### config.mk
export PLATFORM = sky130hd
export DESIGN_NAME = rename_map_multi_flat
export DESIGN_NICKNAME = d
export VERILOG_FILES = /design/src/rtl/rename_map_multi_if.sv /design/src/rtl/rename_map_multi.sv /design/src/flat_wrapper.sv
export SDC_FILE = /design/constraint.sdc
export NUM_CORES = 2
export LEC_CHECK = 0
export BUFFER_PORTS_ARGS = -buffer_cell sky130_fd_sc_hd__buf_2
export CORE_ASPECT_RATIO = 1.1
export CORE_UTILIZATION = 65
export CTS_BUF_LIST = sky130_fd_sc_hd__clkbuf_16
export DETAILED_ROUTE_END_ITERATION = 6
export PLACE_DENSITY = 0.84
export SLEW_MARGIN = 30
export SYNTH_ARGS = -nofsm -noshare
export SYNTH_HDL_FRONTEND = slang
export SYNTH_SLANG_ARGS = --single-unit
### constraint.sdc
create_clock -name clk -period 32.1 [get_ports clk]
set_input_delay 1.605 -clock clk [delete_from_list [all_inputs] [get_ports clk]]
set_output_delay 1.605 -clock clk [all_outputs]
set_load 0.03 [all_outputs]
### src/rtl/rename_map_multi_if.sv
// Rename stage bundle: issue group in, registered rename results out, retire port and
// free-list status.
//   master: decode/ROB side (drives issue_*, rd/rs*, retire_*)
//   slave : the renamer (drives issue_ready, out_valid, phys_*, free-list status)
// Optional checkpoint signals (ckpt_save, flush, ckpt_valid) exist only when
// RENAME_CHECKPOINT_EN is defined.
interface rename_map_multi_if #(
    parameter int unsigned ARCH_REGS   = 32,
    parameter int unsigned PHYS_REGS   = 64,
    parameter int unsigned ISSUE_WIDTH = 2
);
    localparam int unsigned AREG_W = $clog2(ARCH_REGS);
    localparam int unsigned PREG_W = $clog2(PHYS_REGS);

    logic [ISSUE_WIDTH-1:0]        issue_valid;
    logic [ISSUE_WIDTH-1:0]        rd_write;
    logic [ISSUE_WIDTH*AREG_W-1:0] rd;
    logic [ISSUE_WIDTH*AREG_W-1:0] rs1;
    logic [ISSUE_WIDTH*AREG_W-1:0] rs2;
    logic                          issue_ready;
    logic [ISSUE_WIDTH-1:0]        out_valid;
    logic [ISSUE_WIDTH*PREG_W-1:0] phys_rd;
    logic [ISSUE_WIDTH*PREG_W-1:0] phys_rs1;
    logic [ISSUE_WIDTH*PREG_W-1:0] phys_rs2;
    logic [ISSUE_WIDTH*PREG_W-1:0] old_phys_rd;
    logic                          retire_valid;
    logic [PREG_W-1:0]             retire_phys_reg;
    logic [PREG_W:0]               free_count;
    logic                          free_list_empty;
    logic                          err_overflow;
`ifdef RENAME_CHECKPOINT_EN
    logic                          ckpt_save;
    logic                          flush;
    logic                          ckpt_valid;
`endif

    modport master (
        output issue_valid, rd_write, rd, rs1, rs2, retire_valid, retire_phys_reg,
        input  issue_ready, out_valid, phys_rd, phys_rs1, phys_rs2, old_phys_rd,
        input  free_count, free_list_empty, err_overflow
`ifdef RENAME_CHECKPOINT_EN
        , output ckpt_save, flush
        , input  ckpt_valid
`endif
    );

    modport slave (
        input  issue_valid, rd_write, rd, rs1, rs2, retire_valid, retire_phys_reg,
        output issue_ready, out_valid, phys_rd, phys_rs1, phys_rs2, old_phys_rd,
        output free_count, free_list_empty, err_overflow
`ifdef RENAME_CHECKPOINT_EN
        , input  ckpt_save, flush
        , output ckpt_valid
`endif
    );
endinterface

### src/rtl/rename_map_multi.sv
// Multi-lane register rename stage. Maps ISSUE_WIDTH instructions per cycle from
// architectural to physical registers using a RAT and a circular free list, and
// reports the previous mapping of each rd (old_phys_rd) for the ROB.
// Ports:
//   clk   - rising-edge clock
//   reset - asynchronous active-high reset
//   bus   - rename_map_multi_if.slave: issue group, registered results, retire port,
//           free-list status, sticky err_overflow
// Optional feature: define RENAME_CHECKPOINT_EN for a single RAT/free-list checkpoint
// with ckpt_save / flush / ckpt_valid on the interface.
module rename_map_multi #(
    parameter int unsigned ARCH_REGS   = 32,
    parameter int unsigned PHYS_REGS   = 64,
    parameter int unsigned ISSUE_WIDTH = 2
) (
    input  logic clk,
    input  logic reset,
    rename_map_multi_if.slave bus
);
    localparam int unsigned AREG_W   = $clog2(ARCH_REGS);
    localparam int unsigned PREG_W   = $clog2(PHYS_REGS);
    localparam int unsigned CNT_W    = PREG_W + 1;
    localparam int unsigned FL_DEPTH = PHYS_REGS - ARCH_REGS;
    localparam int unsigned FL_IW    = (FL_DEPTH > 1) ? $clog2(FL_DEPTH) : 1;

    // Inputs never exceed 2*FL_DEPTH-1, so one conditional subtract wraps the pointer.
    function automatic logic [FL_IW-1:0] fl_wrap(input int v);
        int r;
        r = (v >= int'(FL_DEPTH)) ? v - int'(FL_DEPTH) : v;
        return FL_IW'(r);
    endfunction

    logic [PREG_W-1:0] rat_q [ARCH_REGS];
    logic [PREG_W-1:0] rat_d [ARCH_REGS];
    logic [PREG_W-1:0] fl_q  [FL_DEPTH];
    logic [PREG_W-1:0] fl_d  [FL_DEPTH];
    logic [FL_IW-1:0]  head_q, head_d;
    logic [CNT_W-1:0]  count_q, count_d;
    logic              err_q, err_d;

    logic [ISSUE_WIDTH-1:0]        out_valid_q, out_valid_d;
    logic [ISSUE_WIDTH*PREG_W-1:0] phys_rd_q, phys_rd_d;
    logic [ISSUE_WIDTH*PREG_W-1:0] phys_rs1_q, phys_rs1_d;
    logic [ISSUE_WIDTH*PREG_W-1:0] phys_rs2_q, phys_rs2_d;
    logic [ISSUE_WIDTH*PREG_W-1:0] old_rd_q, old_rd_d;

    logic [AREG_W-1:0] rd_a   [ISSUE_WIDTH];
    logic [AREG_W-1:0] rs1_a  [ISSUE_WIDTH];
    logic [AREG_W-1:0] rs2_a  [ISSUE_WIDTH];
    logic [PREG_W-1:0] new_p  [ISSUE_WIDTH];
    logic [PREG_W-1:0] src1   [ISSUE_WIDTH];
    logic [PREG_W-1:0] src2   [ISSUE_WIDTH];
    logic [PREG_W-1:0] old_p  [ISSUE_WIDTH];
    logic [ISSUE_WIDTH-1:0] alloc;
    logic              issue_ready;
    logic              fire;
    logic              retire_acc;
    int                n_alloc;

`ifdef RENAME_CHECKPOINT_EN
    logic [PREG_W-1:0] ckpt_rat_q [ARCH_REGS];
    logic [PREG_W-1:0] ckpt_rat_d [ARCH_REGS];
    logic [FL_IW-1:0]  ckpt_head_q, ckpt_head_d;
    logic [CNT_W-1:0]  ckpt_count_q, ckpt_count_d;
    logic              ckpt_valid_q, ckpt_valid_d;
    logic              flush_act;
`endif

    // Registered count only, so ready never depends on issue_valid.
    assign issue_ready = count_q >= CNT_W'(ISSUE_WIDTH);

    always_comb begin
        rat_d       = rat_q;
        fl_d        = fl_q;
        head_d      = head_q;
        count_d     = count_q;
        err_d       = err_q;
        out_valid_d = '0;
        phys_rd_d   = phys_rd_q;
        phys_rs1_d  = phys_rs1_q;
        phys_rs2_d  = phys_rs2_q;
        old_rd_d    = old_rd_q;
        n_alloc     = 0;

        retire_acc = bus.retire_valid && (count_q != CNT_W'(FL_DEPTH))
                     && (bus.retire_phys_reg != '0);
        if (bus.retire_valid && !retire_acc) begin
            err_d = 1'b1;
        end

        fire = (|bus.issue_valid) && issue_ready;
`ifdef RENAME_CHECKPOINT_EN
        flush_act = bus.flush && ckpt_valid_q;
        if (flush_act) begin
            fire = 1'b0;
        end
`endif

        // Allocations take consecutive free-list entries in lane order.
        for (int k = 0; k < int'(ISSUE_WIDTH); k++) begin
            rd_a[k]  = bus.rd[k*AREG_W +: AREG_W];
            rs1_a[k] = bus.rs1[k*AREG_W +: AREG_W];
            rs2_a[k] = bus.rs2[k*AREG_W +: AREG_W];
            alloc[k] = bus.issue_valid[k] && bus.rd_write[k] && (rd_a[k] != '0);
            new_p[k] = '0;
            if (alloc[k]) begin
                new_p[k] = fl_q[fl_wrap(int'(head_q) + n_alloc)];
                n_alloc  = n_alloc + 1;
            end
        end

        // RAT[0] is never written, so x0 sources read 0. Older lanes in the group
        // override the RAT; the later (newer) matching lane wins.
        for (int k = 0; k < int'(ISSUE_WIDTH); k++) begin
            src1[k]  = rat_q[rs1_a[k]];
            src2[k]  = rat_q[rs2_a[k]];
            old_p[k] = alloc[k] ? rat_q[rd_a[k]] : '0;
            for (int j = 0; j < k; j++) begin
                if (alloc[j] && rd_a[j] == rs1_a[k]) src1[k] = new_p[j];
                if (alloc[j] && rd_a[j] == rs2_a[k]) src2[k] = new_p[j];
                if (alloc[j] && alloc[k] && rd_a[j] == rd_a[k]) old_p[k] = new_p[j];
            end
        end

        if (fire) begin
            out_valid_d = bus.issue_valid;
            head_d      = fl_wrap(int'(head_q) + n_alloc);
            count_d     = count_q - CNT_W'(n_alloc);
            for (int k = 0; k < int'(ISSUE_WIDTH); k++) begin
                phys_rd_d[k*PREG_W +: PREG_W]  = new_p[k];
                phys_rs1_d[k*PREG_W +: PREG_W] = src1[k];
                phys_rs2_d[k*PREG_W +: PREG_W] = src2[k];
                old_rd_d[k*PREG_W +: PREG_W]   = old_p[k];
                // Youngest lane writing the same rd lands last.
                if (alloc[k]) rat_d[rd_a[k]] = new_p[k];
            end
        end

        // Tail is head+count; the pushed slot is never one being allocated now.
        if (retire_acc) begin
            fl_d[fl_wrap(int'(head_q) + int'(count_q))] = bus.retire_phys_reg;
            count_d = count_d + 1'b1;
        end

`ifdef RENAME_CHECKPOINT_EN
        ckpt_rat_d   = ckpt_rat_q;
        ckpt_head_d  = ckpt_head_q;
        ckpt_count_d = ckpt_count_q;
        ckpt_valid_d = ckpt_valid_q;
        if (fire && bus.ckpt_save) begin
            ckpt_rat_d   = rat_d;
            ckpt_head_d  = head_d;
            ckpt_count_d = count_d;
            ckpt_valid_d = 1'b1;
        end else if (ckpt_valid_q && retire_acc) begin
            ckpt_count_d = ckpt_count_q + 1'b1;
        end
        // Entries retired since the snapshot sit right behind the restored
        // head+count, so the free-list storage itself needs no restore.
        if (flush_act) begin
            rat_d        = ckpt_rat_q;
            head_d       = ckpt_head_q;
            count_d      = ckpt_count_q + CNT_W'(retire_acc);
            ckpt_valid_d = 1'b0;
        end
`endif
    end

    always_ff @(posedge clk or posedge reset) begin
        if (reset) begin
            for (int i = 0; i < int'(ARCH_REGS); i++) rat_q[i] <= PREG_W'(i);
            for (int i = 0; i < int'(FL_DEPTH); i++) fl_q[i] <= PREG_W'(ARCH_REGS + i);
            head_q      <= '0;
            count_q     <= CNT_W'(FL_DEPTH);
            err_q       <= 1'b0;
            out_valid_q <= '0;
            phys_rd_q   <= '0;
            phys_rs1_q  <= '0;
            phys_rs2_q  <= '0;
            old_rd_q    <= '0;
        end else begin
            rat_q       <= rat_d;
            fl_q        <= fl_d;
            head_q      <= head_d;
            count_q     <= count_d;
            err_q       <= err_d;
            out_valid_q <= out_valid_d;
            phys_rd_q   <= phys_rd_d;
            phys_rs1_q  <= phys_rs1_d;
            phys_rs2_q  <= phys_rs2_d;
            old_rd_q    <= old_rd_d;
        end
    end

`ifdef RENAME_CHECKPOINT_EN
    always_ff @(posedge clk or posedge reset) begin
        if (reset) begin
            for (int i = 0; i < int'(ARCH_REGS); i++) ckpt_rat_q[i] <= PREG_W'(i);
            ckpt_head_q  <= '0;
            ckpt_count_q <= CNT_W'(FL_DEPTH);
            ckpt_valid_q <= 1'b0;
        end else begin
            ckpt_rat_q   <= ckpt_rat_d;
            ckpt_head_q  <= ckpt_head_d;
            ckpt_count_q <= ckpt_count_d;
            ckpt_valid_q <= ckpt_valid_d;
        end
    end

    assign bus.ckpt_valid = ckpt_valid_q;
`endif

    assign bus.issue_ready     = issue_ready;
    assign bus.out_valid       = out_valid_q;
    assign bus.phys_rd         = phys_rd_q;
    assign bus.phys_rs1        = phys_rs1_q;
    assign bus.phys_rs2        = phys_rs2_q;
    assign bus.old_phys_rd     = old_rd_q;
    assign bus.free_count      = count_q;
    assign bus.free_list_empty = (count_q == '0);
    assign bus.err_overflow    = err_q;
endmodule

### src/flat_wrapper.sv
// flat-port wrapper written by rule: the top's interface ports become plain ports
module rename_map_multi_flat 
#(
    parameter int unsigned ARCH_REGS   = 32,
    parameter int unsigned PHYS_REGS   = 64,
    parameter int unsigned ISSUE_WIDTH = 2
)
  (clk, reset, bus_issue_valid, bus_rd_write, bus_rd, bus_rs1, bus_rs2, bus_retire_valid, bus_retire_phys_reg, bus_issue_ready, bus_out_valid, bus_phys_rd, bus_phys_rs1, bus_phys_rs2, bus_old_phys_rd, bus_free_count, bus_free_list_empty, bus_err_overflow);
  rename_map_multi_if #(.ARCH_REGS(ARCH_REGS), .PHYS_REGS(PHYS_REGS), .ISSUE_WIDTH(ISSUE_WIDTH)) bus_i ();
  input  logic clk;
  input  logic reset;
  input wire logic [$bits(bus_i.issue_valid)-1:0] bus_issue_valid;
  input wire logic [$bits(bus_i.rd_write)-1:0] bus_rd_write;
  input wire logic [$bits(bus_i.rd)-1:0] bus_rd;
  input wire logic [$bits(bus_i.rs1)-1:0] bus_rs1;
  input wire logic [$bits(bus_i.rs2)-1:0] bus_rs2;
  input wire logic [$bits(bus_i.retire_valid)-1:0] bus_retire_valid;
  input wire logic [$bits(bus_i.retire_phys_reg)-1:0] bus_retire_phys_reg;
  output wire logic [$bits(bus_i.issue_ready)-1:0] bus_issue_ready;
  output wire logic [$bits(bus_i.out_valid)-1:0] bus_out_valid;
  output wire logic [$bits(bus_i.phys_rd)-1:0] bus_phys_rd;
  output wire logic [$bits(bus_i.phys_rs1)-1:0] bus_phys_rs1;
  output wire logic [$bits(bus_i.phys_rs2)-1:0] bus_phys_rs2;
  output wire logic [$bits(bus_i.old_phys_rd)-1:0] bus_old_phys_rd;
  output wire logic [$bits(bus_i.free_count)-1:0] bus_free_count;
  output wire logic [$bits(bus_i.free_list_empty)-1:0] bus_free_list_empty;
  output wire logic [$bits(bus_i.err_overflow)-1:0] bus_err_overflow;
  assign bus_i.issue_valid = bus_issue_valid;
  assign bus_i.rd_write = bus_rd_write;
  assign bus_i.rd = bus_rd;
  assign bus_i.rs1 = bus_rs1;
  assign bus_i.rs2 = bus_rs2;
  assign bus_i.retire_valid = bus_retire_valid;
  assign bus_i.retire_phys_reg = bus_retire_phys_reg;
  assign bus_issue_ready = bus_i.issue_ready;
  assign bus_out_valid = bus_i.out_valid;
  assign bus_phys_rd = bus_i.phys_rd;
  assign bus_phys_rs1 = bus_i.phys_rs1;
  assign bus_phys_rs2 = bus_i.phys_rs2;
  assign bus_old_phys_rd = bus_i.old_phys_rd;
  assign bus_free_count = bus_i.free_count;
  assign bus_free_list_empty = bus_i.free_list_empty;
  assign bus_err_overflow = bus_i.err_overflow;
  rename_map_multi #(.ARCH_REGS(ARCH_REGS), .PHYS_REGS(PHYS_REGS), .ISSUE_WIDTH(ISSUE_WIDTH)) u_core (.clk(clk), .reset(reset), .bus(bus_i));
endmodule
## Word-level counts from Yosys, hierarchy flattened

Index checks and enable logic that the tools add are counted.

- Add/sub/neg operators: 10
- $lt $le $gt $ge: 17
- Equal/unequal tests: 4
- Mux-type cells: 52
- Bitwise operators: 9
- Reduce and logical (&&, ||, !) cells: 21

Operator list:

| cell | count |
|---|---|
| $bwmux 192 | 3 |
| $mux 192 | 3 |
| $bmux 6 s5 | 8 |
| $mux 6 | 26 |
| $demux 6 s5 | 3 |
| $ge 6x6->1 const B | 10 |
| $not 5->6 | 9 |
| $add 6x32->32 | 1 |
| $ge 32x7->1 const B | 1 |
| $mux 32 | 1 |
| $mux 5 | 4 |
| $sub 5x1->5 const B | 4 |
| $lt 6x1->1 const B | 3 |
| $eq 5x5->1 | 3 |
| $logic_and 1x1->1 | 15 |
| $mux 7 | 2 |
| $reduce_bool 5->1 | 2 |
| $add 5x7->8 | 1 |
| $ge 8x6->1 const B | 1 |
| $add 7x1->7 const B | 1 |
| $ge 7x2->1 const B | 1 |
| $logic_not 7->1 | 1 |
| $ne 7x6->1 const B | 1 |
| $sub 7x7->7 | 1 |
| other kinds (8) | 8 |

- Bits in registers: 447
- Input bits: 43
- Output and inout bits: 60
- Logic and storage cells: 185

## Longest topological paths before layout

- Word-level depth: 13
- Gate-level depth with buffers: 14
- Gate-level depth less buffers: 13

## Least setup slack after synthesis

No wires, ideal clock.

- Path kind: input-to-reg
- Start: in bus_issue_valid[0]
- End: reg u_core.rat_q[155] (netlist name)
- Library setup time: 0.142 ns
- Arrival: 4.202 ns
- Data required time: 31.958 ns
- Path slack: 27.756 ns
- Cell stages on the path: 12
- Buffers on the path: 2
- Cell sequence: nand2_1 > a21oi_4 > and2_1 > ha_1 > xor2_1 > clkbuf_1 > mux4_2 > nor2_1 > o22ai_1 > nor2_2 > buf_2 > o221ai_1

- Longest elaborated chain between the ends: 13
- Elaborated cells between the ends (all ways): 20
- Those cells by class: add/sub: 2; order compare: 1; mux: 12; bitwise: 1; reduce/logical: 4

RTL lines:

| item | line | source |
|---|---|---|
| start, declared | flat_wrapper.sv:12 | `input wire logic [$bits(bus_i.issue_valid)-1:0] bus_issue_valid;` |
| $logic_and 1x1->1 (2 in series) | rename_map_multi.sv:104 | `alloc[k] = bus.issue_valid[k] && bus.rd_write[k] && (rd_a[k] != '0);` |
| $mux 1 | rename_map_multi.sv:106 | `if (alloc[k]) begin` |
| $add 5x1->6 | rename_map_multi.sv:107 | `new_p[k] = fl_q[fl_wrap(int'(head_q) + n_alloc)];` |
| $sub 5x1->5 or $ge 6x6->1 (tied branches) | rename_map_multi.sv:29 | `r = (v >= int'(FL_DEPTH)) ? v - int'(FL_DEPTH) : v;` |
| $mux 5 | rename_map_multi.sv:29 |  |
| $not 5->6 (implied by the code) | rename_map_multi.sv:107 |  |
| $bmux 6 s5 | rename_map_multi.sv:107 |  |
| $mux 6 (implied by the code) (2 in series) | rename_map_multi.sv:107 |  |
| $mux 6 | rename_map_multi.sv:106 |  |
| $bwmux 192 | rename_map_multi.sv:135 | `if (alloc[k]) rat_d[rd_a[k]] = new_p[k];` |
| $mux 192 | rename_map_multi.sv:135 |  |
| end signal, assigned | rename_map_multi.sv:182 | `rat_q <= rat_d;` |
| end, declared | rename_map_multi.sv:33 | `logic [PREG_W-1:0] rat_q [ARCH_REGS];` |

Parallel ways exist; a longest one is shown, timed or not. The select of a mux whose other input is x is not followed.
A chain may end at the register's enable or synchronous reset.

## Worst setup path after layout

- Start: in bus_rd[6]
- End: reg u_core.count_q[6], in the netlist u_core.bus.free_count[6]

- Longest elaborated chain between the ends: 7

RTL lines:

| item | line | source |
|---|---|---|
| start, declared | flat_wrapper.sv:14 | `input wire logic [$bits(bus_i.rd)-1:0] bus_rd;` |
| $reduce_bool 5->1 * | rename_map_multi.sv:104 |  |
| $logic_and 1x1->1 * | rename_map_multi.sv:104 |  |
| $mux 32 * | rename_map_multi.sv:106 |  |
| $sub 7x7->7 * | rename_map_multi.sv:128 | `count_d = count_q - CNT_W'(n_alloc);` |
| $mux 7 * | rename_map_multi.sv:125 | `if (fire) begin` |
| $add 7x1->7 | rename_map_multi.sv:142 | `count_d = count_d + 1'b1;` |
| $mux 7 * | rename_map_multi.sv:140 | `if (retire_acc) begin` |
| via u_core.count_d[6] | rename_map_multi.sv:38 | `logic [CNT_W-1:0] count_q, count_d;` |
| end signal, assigned | rename_map_multi.sv:174 | `count_q <= CNT_W'(FL_DEPTH);` |
| end signal, assigned | rename_map_multi.sv:185 | `count_q <= count_d;` |
| end, declared | rename_map_multi.sv:38 |  |

The timed path passes the listed nets; every way through them passes the cells marked *.

==> impl_metrics.csv <==
group,metric,value,unit
status,status,"finished, violations left",
status,failed_checks,"DRC",
timing,period_share,18.0,%
clock_network,numCtsBuffers,48,
timing,rsz0062_at_grt,"no",
layout,utilization,71.5,%
grt,grtUsageTotal,50.2,%
route,vias,26335,
logic_synthesis,syn_nets,2497,
clock_network,cts_tree,"yes",
route,ant_nets,0,
logic_synthesis,yosys_warnings,0,
worst_setup_path,crit_type,"in2reg",
route,post_drt_wl_per_cell,37.8,µm
timing,setup_viol,0,
timing,relSlewSlack,22.7,%
grt,grt_overflow,0,
logic_synthesis,async_flop_share,100,%
worst_setup_path,cp-start-kind,"primary input",
place,gp_congestion,1.08,
hold_path,hp-class,"reg2reg",
route,drt_wl_total,117,mm
clock_network,root_buffer,"clkbuf_16",
timing,fin_crit,5.76,ns
worst_setup_path,reg2reg_to,"u_core.rat_q[42]",
worst_setup_path,required,32.66,ns
clock_network,post_cts_buffers,0,
run,max_cap_violations,0,
logic_synthesis,ys_seq_elements,447,
logic_synthesis,synth_area_leaders,"mux4_2 (31%), dfrtp_1 (20%), dfstp_2 (16%), mux2_2 (7.4%), a21oi_1 (2.7%)",
floorplan,ios,103,
power_and_ir_drop,powerDensity,109,nW/µm²
worst_setup_path,reg2reg_depth,6,
logic_synthesis,synth_area_per_cell,12.8,µm²
floorplan,die_w,211,µm
layout,drive_above_1_share,44.1,%
layout,areaGrowthSynthToFinish,7.91,%
grt,grt_pass1_vias,26053,
logic_synthesis,synth.distinct_cells,58,
worst_setup_path,reg2reg_slack,27.84,ns
route,drc,92,
hold_path,hold_path_depth,1,
worst_setup_path,rr_startpoint,"u_core.head_q[0]",
grt,grt_max_degree,110,
logic_synthesis,netlist_area,31200,µm²
timing,whs,0.459,ns
logic_synthesis,synth_edf_count,0,
route,drt_pass1_iterations,7,
grt,grt_pass1_wl,175,mm
clock_network,clk_pin_slew_worst_paths,0.06,ns
worst_setup_path,slowest_stage,"nand2_1",
floorplan,die_area,48800,µm²
place,port_buffers,102,
power_and_ir_drop,cellLeakagePower,12.9,nW
grt,antenna_found_initial,18,
timing,hold_viol_final,0,
floorplan,fp.dieH,232,µm
layout,n_fill_cell,3002,
timing,setup_slack,26.34,ns
clock_network,ctsHoldBuffers,0,
logic_synthesis,yosys.area.top_type,"mux4_2",
route,vias_per_cell,8.47,
logic_synthesis,yosysMostFrequentCell,"mux4_2",
floorplan,core.rowCount,83,
logic_synthesis,synthCells,2441,
route,drt_first_iter_violations,5431,
worst_setup_path,crit_arrival,6.32,ns
hold_path,hold_path_end,"u_core.bus.err_overflow",
clock_network,clock_latency,0.64,ns
power_and_ir_drop,ir_worst_vdd,0.000120,V
worst_setup_path,cpPeakStageDelay,0.83,ns
worst_setup_path,cp-end-kind,"register",
clock_network,clock-sinks,447,
timing,drv_slew,0,
place,hpwl,78.1,mm
timing,fmax,174,MHz
floorplan,start_util,66.3,%
timing,final.setup.tns,0,ns
hold_path,hold_path_startpoint,"u_core.bus.err_overflow",
timing,worstMarginPinSlew,1.16,ns
logic_synthesis,synth_top_cell_area_share,31.4,%
place,preCtsSetupSlack,26.04,ns
logic_synthesis,yosysSeqAreaShare,36.7,%
clock_network,ctsResizeCount,0,
clock_network,clockBufferDepth,3,
worst_setup_path,path_cells,"buf_2, buf_4, nor2_1, buf_4, a21oi_1, nand2_1, fa_1, mux2i_1, inv_1, ha_1, inv_1, or3_1, nor4_1, xnor2_1",
logic_synthesis,synthFlopType,"dfrtp_1",
logic_synthesis,ys_top_cells_by_count,"mux4_2 (434), dfrtp_1 (254), mux2_2 (204), nand2_1 (199), dfstp_2 (193)",
layout,fin_nets,2474,
floorplan,fp.coreArea,47000,µm²
clock_network,cts_max_level,2,
worst_setup_path,cp_max_fo,57,
timing,clock_skew,0.0491,ns
==> placed cells by master, fill, tap and decap left out, types with 23 or more instances in the layout <==
cell type	netlist	routed
a21oi_1	168	168
a221oi_1	42	42
a22oi_1	28	28
buf_2	33	95
buf_4	4	44
clkbuf_16	0	49
dfrtp_1	254	252
dfstp_2	193	193
inv_1	18	27
mux2_2	204	203
mux2i_1	65	65
mux4_2	434	434
nand2_1	199	199
nor2_1	149	146
o21ai_0	64	64
o221ai_1	23	23
o22ai_1	116	115
xnor2_1	24	23
==> how the worst max path moves through the flow <==
stage | endpoint | start | cells past startpoint | slack [ns]
CTS | u_core.rat_q[163] | bus_rd[1] | 12 | 26.64
global route | u_core.bus.free_count[6] | bus_rd[6] | 14 | 26.36
finish | u_core.bus.free_count[6] | bus_rd[6] | 14 | 26.34
detailed placement | u_core.rat_q[145] | bus_rd[1] | 12 | 26.04
floorplan | u_core.bus.err_overflow | reset | 1 | 18.36
global placement | u_core.rat_q[157] | bus_rd[1] | 11 | 26.10
==> area by class of cell <==
cell class                      instances  area (µm²)  share of cell area [%]
Sequential cell                       447       11400                    34.0
Clock buffer                           49        1230                    3.65
Clock inverter                         41         355                    1.06
Multi-Input combinational cell       1758       18800                    56.0
Antenna cell                           13        32.5                  0.0967
Timing Repair Buffer                  145         873                    2.60
Inverter                               18        75.1                   0.223
Tap cell                              637         797                    2.37
==> per-layer routing <==
layer	share of wire, %	GRT usage, %
met5	0.070	0.609
met4	11	40.3
met3	16	23.7
met2	42	70.7
met1	30	58.8
==> power by group <==
| part | switching, mW | leakage [nW] | internal (mW) | total [mW] |
|---|---|---|---|---|
| combinational | 1.09 | 6.86 | 0.797 | 1.89 |
| clock | 0.250 | 0.813 | 0.319 | 0.569 |
| sequential | 0.327 | 5.27 | 0.868 | 1.19 |
| total | 1.67 | 12.9 | 1.98 | 3.65 |
==> cells by family (layout without fill, tap and decap cells) <==
family          count (synthesis)  in the layout  share of synthesized area (%)
compound gates                516            516                           10.5
xor+xnor                       42             42                           1.24
fa+ha+maj                      13             13                          0.594
buf+inv                       236            253                           3.19
flops                         447            447                           36.7
mux                           706            706                           41.1
other cells                     0             13                              0
simple gates                  481            481                           6.77
==> critical path: cells and delay by family <==
family,cells,cell delay [ns]
buffers and inverters,5,1.19
muxes,1,0.11
and+or+nand+nor,4,1.60
xor gates and xnor gates,1,0.16
adders and majority gates,2,0.93
AOI/OAI and AO/OA,1,0.70
==> metrics by stage <==
| step | power (mW) | cell area, µm² | instances |
|---|---|---|---|
| 3_5_place_dp | 2.94 | 32000 | 3004 |
| 4_1_cts | 3.52 | 33600 | 3094 |
| 2_1_floorplan | 2.34 | 31200 | 2441 |
| 5_1_grt | 3.73 | 33600 | 3100 |
| 3_3_place_gp | 2.86 | 32000 | 3004 |
| 6_report | 3.65 | 33600 | 3108 |
==> state kept, by name, summed over array words and instances, names as in the netlist, 5 cells and up <==
signal,flops
u_core.fl_q,192
u_core.rat_q,192
u_core.bus.old_phys_rd,12
u_core.bus.phys_rd,12
u_core.bus.phys_rs1,12
u_core.bus.phys_rs2,12
u_core.bus.free_count,7
u_core.head_q,5
No activity file was read; power rests on OpenSTA's default activity.
